File: config.mk
export PLATFORM = sky130hd
export DESIGN_NAME = npu_stream_to_ahb
export DESIGN_NICKNAME = d
export VERILOG_FILES = /design/src/rtl/npu_ahb_pkg.sv /design/src/rtl/npu_stream_to_ahb.sv
export SDC_FILE = /design/constraint.sdc
export NUM_CORES = 1
export LEC_CHECK = 0
export ABC_AREA = 0
export ABC_CLOCK_PERIOD_IN_PS = 4300
export CORE_MARGIN = 2
export CORE_UTILIZATION = 45
export CTS_BUF_LIST = sky130_fd_sc_hd__clkbuf_8
export CTS_CLUSTER_DIAMETER = 60
export DETAILED_ROUTE_END_ITERATION = 6
export PLACE_DENSITY = 0.74
export SLEW_MARGIN = 20
export SYNTH_ARGS = -nofsm -noshare
export SYNTH_HDL_FRONTEND = slang
export SYNTH_SLANG_ARGS = --single-unit
File: constraint.sdc
create_clock -name HCLK -period 4.3 [get_ports HCLK]
set_input_delay 0.86 -clock HCLK [delete_from_list [all_inputs] [get_ports HCLK]]
set_output_delay 0.86 -clock HCLK [all_outputs]
set_load 0.01 [all_outputs]
File: src/rtl/npu_ahb_pkg.sv
// rtl/npu_ahb_pkg.sv - shared AHB-Lite encodings and write-master state type
// Purpose: constants shared by the stream-to-AHB write master and the SRAM
// bridge it feeds, plus the master's FSM state enum.
package npu_ahb_pkg;

    localparam logic [1:0] HTRANS_IDLE   = 2'b00;
    localparam logic [1:0] HTRANS_BUSY   = 2'b01;
    localparam logic [1:0] HTRANS_NONSEQ = 2'b10;
    localparam logic [1:0] HTRANS_SEQ    = 2'b11;

    localparam logic [2:0] HSIZE_WORD    = 3'b010;

    localparam logic [2:0] HBURST_SINGLE = 3'b000;
    localparam logic [2:0] HBURST_INCR   = 3'b001;

    typedef enum logic [2:0] {
        ST_IDLE  = 3'd0,
        ST_RUN   = 3'd1,
        ST_FLUSH = 3'd2,
        ST_ERR   = 3'd3,
        ST_DONE  = 3'd4
    } state_e;

endpackage

File: src/rtl/npu_stream_to_ahb.sv
// rtl/npu_stream_to_ahb.sv - valid/ready word stream to AHB-Lite incrementing writes
// Purpose: programmed with a byte base and a word count, writes each accepted
// stream word to consecutive word addresses on the AHB-Lite bus.
// Ports:
//   HCLK, HRESET            clock, asynchronous active-high reset
//   cfg_start/base/len      job start pulse, byte base address, word count
//   busy, done, error       job status (done is a one-cycle pulse, error sticky)
//   s_valid/s_data/s_ready  input word stream
//   HADDR..HWDATA           AHB-Lite master outputs
//   HREADY, HRESP           AHB-Lite slave responses
module npu_stream_to_ahb
    import npu_ahb_pkg::*;
#(
    parameter int AW = 16,
    parameter int LW = 12
) (
    input  logic          HCLK,
    input  logic          HRESET,
    input  logic          cfg_start,
    input  logic [AW-1:0] cfg_base,
    input  logic [LW-1:0] cfg_len,
    output logic          busy,
    output logic          done,
    output logic          error,
    input  logic          s_valid,
    input  logic [31:0]   s_data,
    output logic          s_ready,
    output logic [AW-1:0] HADDR,
    output logic [1:0]    HTRANS,
    output logic          HWRITE,
    output logic [2:0]    HSIZE,
    output logic [2:0]    HBURST,
    output logic [31:0]   HWDATA,
    input  logic          HREADY,
    input  logic          HRESP
);

    state_e        state_q,  state_d;
    logic [AW-1:0] addr_q,   addr_d;    // address of the next beat to launch
    logic [LW-1:0] rem_q,    rem_d;     // beats not yet launched
    logic [AW-1:0] haddr_q,  haddr_d;
    logic [1:0]    htrans_q, htrans_d;
    logic [31:0]   wdata_q,  wdata_d;   // data belonging to the address phase on the bus
    logic [31:0]   hwdata_q, hwdata_d;
    logic          error_q,  error_d;
    logic          hs;

    // HRESP is excluded so no word is taken during either error-response cycle.
    assign s_ready = (state_q == ST_RUN) && HREADY && !HRESP && (rem_q != '0);
    assign hs      = s_ready && s_valid;

    always_comb begin
        state_d  = state_q;
        addr_d   = addr_q;
        rem_d    = rem_q;
        haddr_d  = haddr_q;
        htrans_d = htrans_q;
        wdata_d  = wdata_q;
        hwdata_d = hwdata_q;
        error_d  = error_q;

        // An accepted address phase moves its data onto HWDATA for the data phase.
        if (HREADY && !HRESP && (htrans_q != HTRANS_IDLE)) begin
            hwdata_d = wdata_q;
        end

        unique case (state_q)
            ST_IDLE: begin
                if (cfg_start) begin
                    addr_d  = cfg_base & ~AW'(3);
                    rem_d   = cfg_len;
                    error_d = 1'b0;
                    state_d = (cfg_len == '0) ? ST_DONE : ST_RUN;
                end
            end
            ST_RUN, ST_FLUSH: begin
                if (HRESP && !HREADY) begin
                    // First error cycle: drop whatever address phase is pending.
                    htrans_d = HTRANS_IDLE;
                end else if (HRESP) begin
                    error_d  = 1'b1;
                    htrans_d = HTRANS_IDLE;
                    state_d  = ST_ERR;
                end else if (HREADY) begin
                    if (hs) begin
                        haddr_d  = addr_q;
                        // SEQ only continues an unbroken burst inside one 1KB page.
                        htrans_d = ((htrans_q == HTRANS_IDLE) || (addr_q[9:0] == 10'd0))
                                   ? HTRANS_NONSEQ : HTRANS_SEQ;
                        wdata_d  = s_data;
                        addr_d   = addr_q + AW'(4);
                        rem_d    = rem_q - LW'(1);
                        if (rem_q == LW'(1)) begin
                            state_d = ST_FLUSH;
                        end
                    end else begin
                        htrans_d = HTRANS_IDLE;
                    end
                    if (state_q == ST_FLUSH) begin
                        state_d = ST_DONE;
                    end
                end
            end
            ST_ERR: begin
                htrans_d = HTRANS_IDLE;
                state_d  = ST_DONE;
            end
            ST_DONE: begin
                state_d = ST_IDLE;
            end
            default: begin
                state_d = ST_IDLE;
            end
        endcase
    end

    always_ff @(posedge HCLK or posedge HRESET) begin
        if (HRESET) begin
            state_q  <= ST_IDLE;
            addr_q   <= '0;
            rem_q    <= '0;
            haddr_q  <= '0;
            htrans_q <= HTRANS_IDLE;
            wdata_q  <= '0;
            hwdata_q <= '0;
            error_q  <= 1'b0;
        end else begin
            state_q  <= state_d;
            addr_q   <= addr_d;
            rem_q    <= rem_d;
            haddr_q  <= haddr_d;
            htrans_q <= htrans_d;
            wdata_q  <= wdata_d;
            hwdata_q <= hwdata_d;
            error_q  <= error_d;
        end
    end

    assign busy   = (state_q == ST_RUN) || (state_q == ST_FLUSH) || (state_q == ST_ERR);
    assign done   = (state_q == ST_DONE);
    assign error  = error_q;
    assign HADDR  = haddr_q;
    assign HTRANS = htrans_q;
    assign HWRITE = 1'b1;
    assign HSIZE  = HSIZE_WORD;
    assign HBURST = HBURST_INCR;
    assign HWDATA = hwdata_q;

endmodule

Yosys cells after proc, flatten, opt, wreduce, memory -nomap -nowiden. Cells that the tools add are included.

Mux-type cells: 31. $add $sub $neg: 2. Eq/ne operators: 15. Reduce and logical (&&, ||, !) cells: 26. Bitwise gates (word level): 2.

Operators by type and width (number): $mux 16 (5); $mux 12 (5); $pmux 16 s2 (1); $mux 3 (8); $pmux 12 s2 (1); $add 16x3->16 const B (1); $eq 12x1->1 const B (1); $logic_not 12->1 (1); $ne 2x2->1 const B (6); $ne 4x4->1 const B (3); $reduce_bool 12->1 (1); $sub 12x1->12 const B (1); $logic_not 10->1 (1); $reduce_and 5->1 (2); $pmux 3 s3 (1); $mux 2 (4); $logic_and 1x1->1 (7); $eq 3x2->1 const B (2); $reduce_and 6->1 (1); $reduce_bool 2->1 (3); $mux 1 (4); $pmux 2 s2 (1); $reduce_and 4->1 (1); $eq 3x1->1 const B (1); 10 further kinds (14).

Bits in registers: 114. Word-level logic and storage cells: 84. Bits of input ports: 66.

Depth between registers and ports, before layout. Gate-level depths: netlist (run 1).

Word-level depth: 11. Mapped depth: 8.

Worst setup path before layout (run 1). No wires, ideal clock.

Kind: in2out. From: input port HREADY. To: output port s_ready. Path buffers: 0. Data arrival time: 1.305 ns. Required time: 3.440 ns. Setup slack: 2.135 ns. Cell stages on the path: 2. Cells stage by stage: nor2b_1 -> and3_1.

Longest elaborated chain between the ends: 3.

Ends and longest elaborated chain: from (decl) (RTL line npu_stream_to_ahb.sv:34) `input logic HREADY,`; $logic_and 1x1->1 (3 in series) (RTL line npu_stream_to_ahb.sv:49) `assign s_ready = (state_q == ST_RUN) && HREADY && !HRESP && (rem_q != '0);`; to (decl) (RTL line npu_stream_to_ahb.sv:27) `output logic s_ready,`.

Every way passes these cells.

Final worst setup path (run 1). Ends and elaborated chain as after synthesis.

==> impl_metrics.json, run 1 <==
{
  "syn_inst": 437,
  "cts_sinks": 110,
  "cts_buffer_depth": 2,
  "synth_top_area_share_pct": 53.3,
  "m1WireLength_mm": 5.23,
  "synth_area_um2": 5160,
  "antenna_found_initial": 0,
  "rsz0062_at_grt": "no",
  "rows": 39,
  "drv_cap": 0,
  "cts_setup_buffers": 0,
  "first_iter_violations": 186,
  "syn_avg_cell_area_um2": 11.8,
  "synth_largest_area_cell": "dfrtp_1",
  "worst-path-max-fanout": 7,
  "cts_root_buffer": "clkbuf_8",
  "grt_pass1_vias": 4020,
  "grtUsageTotal_pct": 20.0,
  "yosys_warnings": 0,
  "postCtsResizedCells": 0,
  "crit_path_start_kind": "input port",
  "status": "finished, final reports clean",
  "ys_top_cells_by_area": "dfrtp_1 (53%), mux2_2 (17%), buf_4 (2.3%), a2bb2oi_1 (2.0%), nor3_1 (1.8%)",
  "fin_crit_sh_pct": 78.8,
  "synth_flop_cell": "dfrtp_1",
  "peakVddDrop_v": 0.000381,
  "wl_met3_um": 594,
  "gp_congestion": 0.832,
  "clkTransAtPathRegs_ns": 0.10,
  "design.portCount": 127,
  "portBuffers": 115,
  "yosys.cell_types.count": 59,
  "initial_core_util_pct": 45.6,
  "grt_start_max_net_pins": 78,
  "min_period_ns": 3.39,
  "final-hold-violation-count": 0,
  "power_leakage_nw": 2.74,
  "synth_edf_count": 0,
  "seq_area_frac_synth_pct": 53.3,
  "overflow": 0,
  "drcViolationCount": 0,
  "vias_per_cell": 5.57,
  "worstHoldPathType": "register to register",
  "vias": 3836,
  "top_layer": "met4",
  "worst_slew_pin_slew_ns": 1.08,
  "arrival_ns": 2.53,
  "core_um2": 11300,
  "grt_pass1_wl_mm": 20.3,
  "drive_gt1_share_pct": 21.1,
  "power_density_nw_per_um2": 703,
  "syn2layout_area_growth_pct": 27.6,
  "setup-violations-final": 0,
  "dr_wl_met2_mm": 5.98,
  "dp_slack_ns": 0.907,
  "wirelength_mm": 12.0,
  "nNetsFinal": 612,
  "cts_buffers": 9,
  "die-width_um": 111,
  "dieArea_um2": 12400,
  "ant_nets": 0,
  "criticalPathCategory": "input port to primary output",
  "insertedDiodeCount": 0,
  "fin_ws_ns": 0.912,
  "fmax_mhz": 295,
  "wl_per_cell_um": 17.4,
  "cts_tree": "yes",
  "ys_ff_latch": 110,
  "fin_util_pct": 58.2,
  "drt_pass1_iterations": 4,
  "finalClockSkew_ns": 0.00969,
  "slew_headroom_pct": 28.1,
  "holdBufCountCts": 0,
  "required_ns": 3.44,
  "maxSlewViolCount": 0,
  "clk_latency_ns": 0.37,
  "dieHeight_um": 111,
  "finalSetupTns_ns": 0,
  "async_flop_share_pct": 100,
  "dpl.hpwl_mm": 8.40,
  "htree_levels": 3,
  "cp-end-kind": "primary output"
}
## cell type report
| type | instances | area [um2] |
|---|---|---|
| clock buffer | 9 | 124 |
| clock inverter | 7 | 80.1 |
| fill | 972 | 4730 |
| inverter | 12 | 47.5 |
| multi-input combinational | 287 | 2190 |
| sequential | 110 | 2750 |
| tap | 143 | 179 |
| timing repair buffer | 121 | 1220 |
## metrics by stage
stage / instance area [um2] / total power [mW] / instances / hold slack [ns]
2_1_floorplan: 5190 / 3.20 / 444 / 0.474
3_3_place_gp: 6380 / 3.89 / 673 / 0.466
4_1_cts: 6590 / 4.66 / 689 / 0.498
5_1_grt: 6590 / 4.96 / 689 / 0.522
6_report: 6590 / 4.63 / 689 / 0.489
3_5_place_dp: 6380 / 4.00 / 673 / 0.473
## cells in the mapped netlist, types with 8 or more instances
cell type  count
dfrtp_1      110
mux2_2        78
o21ai_0       17
nor3_1        19
inv_1         12
nand2_1       17
o22ai_1        8
nor2_1        24
a2bb2oi_1     12
a21oi_1       12
buf_2         10
nand3_1       10
buf_4         16
## placed cells by master, fill, tap and decap left out, types with 6 or more instances in the layout
master	Yosys	layout
o21ai_0	17	17
clkdlybuf4s50_1	0	115
dfrtp_1	110	110
a2bb2oi_1	12	12
o21ai_1	6	6
mux2_2	78	78
nand2_1	17	17
conb_1	2	9
inv_1	12	12
a211oi_1	6	6
o22ai_1	8	8
a21oi_1	12	12
clkbuf_8	0	9
nor3_1	19	19
nand3_1	10	10
nor2_1	24	24
o31ai_1	6	6
## worst max-delay path, stage by stage
cell             delay (ns)
clkdlybuf4s50_1        0.57
nor2b_1                0.36
and3_1                 0.21
clkdlybuf4s50_1        0.53
## power breakdown
group | switching [mW] | internal [mW] | total, mW | leakage [nW]
logic | 1.02 | 1.10 | 2.12 | 1.29
registers | 0.360 | 1.51 | 1.87 | 1.34
clock network | 0.367 | 0.279 | 0.646 | 0.108
## sequential cells by signal (all words and copies together) (netlist names)
register	count
addr_q	14
HTRANS	2
HADDR	14
error	1
HWDATA	32
rem_q	12
wdata_q	32
state_q	3
## worst paths after layout
| check | slack (ns) | from | cells after the start | endpoint |
|---|---|---|---|---|
| max in group asynchronous | 2.50 | HRESET | 3 | addr_q[9] |
| worst min register to register | 0.49 | HADDR[7] | 2 | HADDR[7] |
| worst max-delay path | 0.91 | HREADY | 4 | s_ready |
| min in group asynchronous | 1.05 | HRESET | 2 | wdata_q[24] |
| worst min-delay path | 0.49 | HADDR[7] | 2 | HADDR[7] |
| worst max register to register | 1.80 | rem_q[8] | 5 | HADDR[8] |
## per-layer routing
layer  up-vias  GRT usage (%)
met2       119           34.4
li1       1782              -
met3        13           4.05
met5         -              0
met1      1922           26.2
met4         0           5.02
## cells by family after synthesis
| family | count (synthesis) | synth area share (%) |
|---|---|---|
| AOI/OAI and AO/OA | 94 | 12.7 |
| other | 2 | 0.145 |
| muxes | 80 | 17.4 |
| adders and majority gates | 5 | 1.21 |
| DFF | 110 | 53.3 |
| and+or+nand+nor | 99 | 10.2 |
| buffers and inverters | 47 | 4.99 |
Note: power is estimated with default switching activity, not from simulation.
==> run 2, diff against run 1 <==
- ABC_CLOCK_PERIOD_IN_PS: 4300 -> 3500
- clock period: 4.3 -> 3.5 ns (I/O delays scaled with it)
==> impl_metrics.json, run 2 (synthesis results as in run 1) <==
{
  "status": "finished, final reports clean",
  "insertedDiodeCount": 0,
  "clk_latency_ns": 0.38,
  "drive_gt1_share_pct": 21.7,
  "p_int_mw": 3.49,
  "initial_core_util_pct": 45.6,
  "wl_per_cell_um": 16.6,
  "crit_path_start_kind": "input port",
  "drv_cap": 0,
  "placedCellCount": 676,
  "postCtsResizedCells": 0,
  "worst-path-max-fanout": 7,
  "cts_root_buffer": "clkbuf_8",
  "holdBufCountCts": 0,
  "wl_met3_um": 539,
  "vias_per_cell": 5.54,
  "dpl.hpwl_mm": 8.18,
  "final_common_cell": "clkdlybuf4s50_1",
  "htree_levels": 3,
  "min_period_ns": 3.06,
  "cpLargestDelayFamily": "buffers and inverters",
  "cp-end-kind": "primary output",
  "syn2layout_area_growth_pct": 27.8,
  "path_buf_inv": 2,
  "pwr-share-comb_pct": 46.1,
  "seqPwrFrac_pct": 40.8,
  "power_density_nw_per_um2": 850,
  "rows": 39,
  "clock_power_share_pct": 13.1,
  "grt_start_max_net_pins": 53,
  "layout.cells.non_filler": 692,
  "dieHeight_um": 111,
  "nNetsFinal": 615,
  "slowest_stage": "clkdlybuf4s50_1",
  "cts_buffer_depth": 2,
  "clkTransAtPathRegs_ns": 0.11,
  "criticalPathCategory": "input port to primary output",
  "cts_buffers": 9,
  "design.portCount": 127,
  "holdPathStages": 2,
  "wirelength_mm": 11.5,
  "antenna_found_initial": 0,
  "cp_num_cells": 4,
  "dieArea_um2": 12400,
  "power_switching_mw": 2.12,
  "overflow": 0,
  "slew_headroom_pct": 43.8,
  "final_cell_area_um2": 6600,
  "grtUsageTotal_pct": 19.3,
  "finalClockSkew_ns": 0.0117,
  "gp_congestion": 0.838,
  "peakVddDrop_v": 0.000393,
  "vias": 3832,
  "holdWs_ns": 0.492,
  "portBuffers": 115,
  "setup-violations-final": 0,
  "dr_wl_met2_mm": 5.49,
  "rsz0062_at_grt": "no",
  "grt_pass1_vias": 3883,
  "layout_common_cells": "clkdlybuf4s50_1 (115), dfrtp_1 (110), mux2_2 (78), nor2_1 (24), nor3_1 (19)",
  "cts_setup_buffers": 0,
  "ant_nets": 0,
  "cts_tree": "yes",
  "power_leakage_nw": 2.74,
  "first_iter_violations": 172,
  "m1WireLength_mm": 5.33,
  "core_um2": 11300,
  "required_ns": 2.80,
  "top_layer": "met4",
  "maxSlewViolCount": 0,
  "critPathMostFrequentCell": "clkdlybuf4s50_1",
  "worst_slew_pin_slew_ns": 0.841,
  "die-width_um": 111,
  "r2r_cells": 5,
  "drcViolationCount": 0,
  "fin_util_pct": 58.3,
  "grt_pass1_wl_mm": 19.4,
  "worstHoldPathType": "register to register",
  "finalSetupTns_ns": 0,
  "drt_pass1_iterations": 4,
  "critical_path.cell_chain": "clkdlybuf4s50_1 -> nor2b_1 -> and3_1 -> clkdlybuf4s50_1",
  "fmax_mhz": 327,
  "arrival_ns": 2.36,
  "cts_sinks": 110,
  "critPathMaxStageDelay_ns": 0.59,
  "post_dp_cell_area_um2": 6400,
  "p_sw_share_pct": 37.9,
  "final-hold-violation-count": 0,
  "fin_crit_sh_pct": 87.4
}
==> run 2: worst register-to-register path, delay by kind of cell (launching register included) <==
family	cells	cell delay [ns]
flops	1	0.44
simple gates	3	0.88
buf+inv	1	0.51
mux	1	0.48
==> run 2: final timing paths <==
check                      startpoint           to  slack, ns
min reg2reg                  HADDR[7]     HADDR[7]       0.49
max in group asynchronous      HRESET     rem_q[0]       1.99
min in group asynchronous      HRESET  wdata_q[19]       0.83
max reg2reg                  rem_q[8]  wdata_q[11]       1.08
max                            HREADY      s_ready       0.44
min                          HADDR[7]     HADDR[7]       0.49
==> run 2: final cells by class <==
class	instances	area, um2
fillers	967	4720
flip-flops and latches	110	2750
multi-input cells	287	2180
repair buffers	124	1240
well taps	143	179
clock buffers	9	124
clock inverters	7	70.1
inverters	12	48.8
==> run 2: stage by stage <==
step                      power (mW)  setup slack (ns)
after global placement          4.80             0.459
after floorplan                 3.94              1.47
after global routing            6.03             0.293
final                           5.61             0.439
after detailed placement        4.91             0.424
after CTS                       5.66             0.422
==> run 2: routing by layer <==
layer / vias to the layer above / global-route usage [%]
li1: 1789 / -
met1: 1912 / 26.5
met2: 121 / 31.9
met3: 10 / 2.90
met4: 0 / 5.84
met5: - / 0
==> run 2: power by group through the flow <==
stage          logic, mW  registers, mW  clock network, mW
6_report            2.59           2.29              0.736
5_1_grt             2.84           2.38              0.810
4_1_cts             2.60           2.29              0.763
3_5_place_dp        2.60           2.32                  0
3_3_place_gp        2.53           2.27                  0
2_1_floorplan       1.64           2.30                  0
==> run 3, diff against run 2 <==
- CORE_ASPECT_RATIO: default -> 1.4
==> impl_metrics.json, run 3 (synthesis results as in run 1) <==
{
  "holdBufCountCts": 0,
  "syn2layout_area_growth_pct": 28.2,
  "grtUsageTotal_pct": 19.9,
  "vias_per_cell": 5.56,
  "drcViolationCount": 0,
  "vias": 3856,
  "cts_setup_buffers": 0,
  "finalClockSkew_ns": 0.0152,
  "fmax_mhz": 321,
  "cts_buffers": 9,
  "cts_buffer_depth": 2,
  "r2r_cells": 5,
  "clk_latency_ns": 0.38,
  "nNetsFinal": 616,
  "overflow": 0,
  "hold_end": "HADDR[7]",
  "drive_gt1_share_pct": 21.8,
  "hp-start": "HADDR[7]",
  "reg2reg_to": "wdata_q[28]",
  "worstHoldPathType": "register to register",
  "grt_start_max_net_pins": 59,
  "r2r-start": "rem_q[8]",
  "power_density_nw_per_um2": 867,
  "wirelength_mm": 11.6,
  "antenna_found_initial": 0,
  "arrival_ns": 2.42,
  "dieArea_um2": 12400,
  "insertedDiodeCount": 0,
  "dieHeight_um": 131,
  "grt_pass1_vias": 3957,
  "layout_common_cells": "clkdlybuf4s50_1 (115), dfrtp_1 (110), mux2_2 (78), nor2_1 (24), nor3_1 (19)",
  "maxSlewViolCount": 0,
  "wl_per_cell_um": 16.8,
  "crit_path_start_kind": "input port",
  "fin_ws_ns": 0.385,
  "fin_crit_sh_pct": 89.0,
  "drt_pass1_iterations": 4,
  "status": "finished, final reports clean",
  "setup-violations-final": 0,
  "grt_pass1_wl_mm": 19.3,
  "path_buf_inv": 2,
  "fin_util_pct": 58.7,
  "core_um2": 11300,
  "criticalPathCategory": "input port to primary output",
  "cts_sinks": 110,
  "holdPathStages": 2,
  "dpl.hpwl_mm": 8.28,
  "slew_headroom_pct": 55.2,
  "first_iter_violations": 152,
  "post_dp_cell_area_um2": 6400,
  "critPathMostFrequentCell": "clkdlybuf4s50_1",
  "design.portCount": 127,
  "final-hold-violation-count": 0,
  "ant_nets": 0,
  "worst-path-max-fanout": 7,
  "drv_cap": 0,
  "critical_path.cell_chain": "clkdlybuf4s50_1 -> nor2b_1 -> and3_1 -> clkdlybuf4s50_1",
  "reg2reg_setup_slack_ns": 1.13,
  "rsz0062_at_grt": "no",
  "cpLargestDelayFamily": "buffers and inverters",
  "power_leakage_nw": 2.75,
  "cts_root_buffer": "clkbuf_8",
  "cp-end-kind": "primary output",
  "htree_levels": 3,
  "gp_congestion": 0.900,
  "min_period_ns": 3.12,
  "portBuffers": 115,
  "critPathMaxStageDelay_ns": 0.57,
  "rows": 46,
  "clkTransAtPathRegs_ns": 0.12,
  "cts_tree": "yes",
  "required_ns": 2.80,
  "finalSetupTns_ns": 0,
  "peakVddDrop_v": 0.000730,
  "final_common_cell": "clkdlybuf4s50_1",
  "dp_slack_ns": 0.417,
  "die-width_um": 94.5,
  "nFillCells": 959,
  "slowest_stage": "clkdlybuf4s50_1",
  "postCtsResizedCells": 0,
  "initial_core_util_pct": 45.8,
  "final_cell_area_um2": 6620,
  "worst_slew_pin_slew_ns": 0.672
}
==> run 3: cell type report <==
class / instances / area, um2 / share of cell area, %
flip-flops and latches: 110 / 2750 / 41.6
well taps: 144 / 180 / 2.72
clock inverters: 7 / 95.1 / 1.44
multi-input cells: 287 / 2180 / 32.9
repair buffers: 125 / 1240 / 18.7
inverters: 12 / 48.8 / 0.737
clock buffers: 9 / 124 / 1.87
==> run 3: where the power goes <==
| group | switching [mW] | internal (mW) | leakage (nW) |
|---|---|---|---|
| Clock | 0.482 | 0.355 | 0.111 |
| Sequential | 0.440 | 1.86 | 1.34 |
| Combinational | 1.24 | 1.37 | 1.30 |
==> run 3: how the worst max path moves through the flow <==
stage	startpoint	endpoint	slack, ns	depth (start not counted)
2_1_floorplan	HRESET	HADDR[10]	1.47	1
3_3_place_gp	HREADY	s_ready	0.44	4
3_5_place_dp	HREADY	s_ready	0.42	4
4_1_cts	HREADY	s_ready	0.40	4
5_1_grt	HREADY	s_ready	0.32	4
6_report	HREADY	s_ready	0.38	4
==> run 3: worst reg2reg max path: cells and delay by family, from the launching register on <==
kind / cells / cell delay, ns
AND/OR/NAND/NOR: 3 / 0.83
buffers and inverters: 1 / 0.53
flip-flops: 1 / 0.45
multiplexers: 1 / 0.44
==> run 3: layer usage <==
layer	global-route usage [%]	share of wire, %
met4	6.65	1.8
met1	25.8	41
met3	3.90	5.9
met2	33.7	51
met5	0	0
==> run 3: per-stage QoR <==
| stage | cells | total power, mW | hold WS [ns] |
|---|---|---|---|
| after detailed placement | 678 | 4.93 | 0.481 |
| after global routing | 694 | 6.17 | 0.524 |
| final | 694 | 5.74 | 0.501 |
| after global placement | 678 | 4.80 | 0.466 |
| after floorplan | 444 | 3.94 | 0.474 |
| after CTS | 694 | 5.78 | 0.508 |
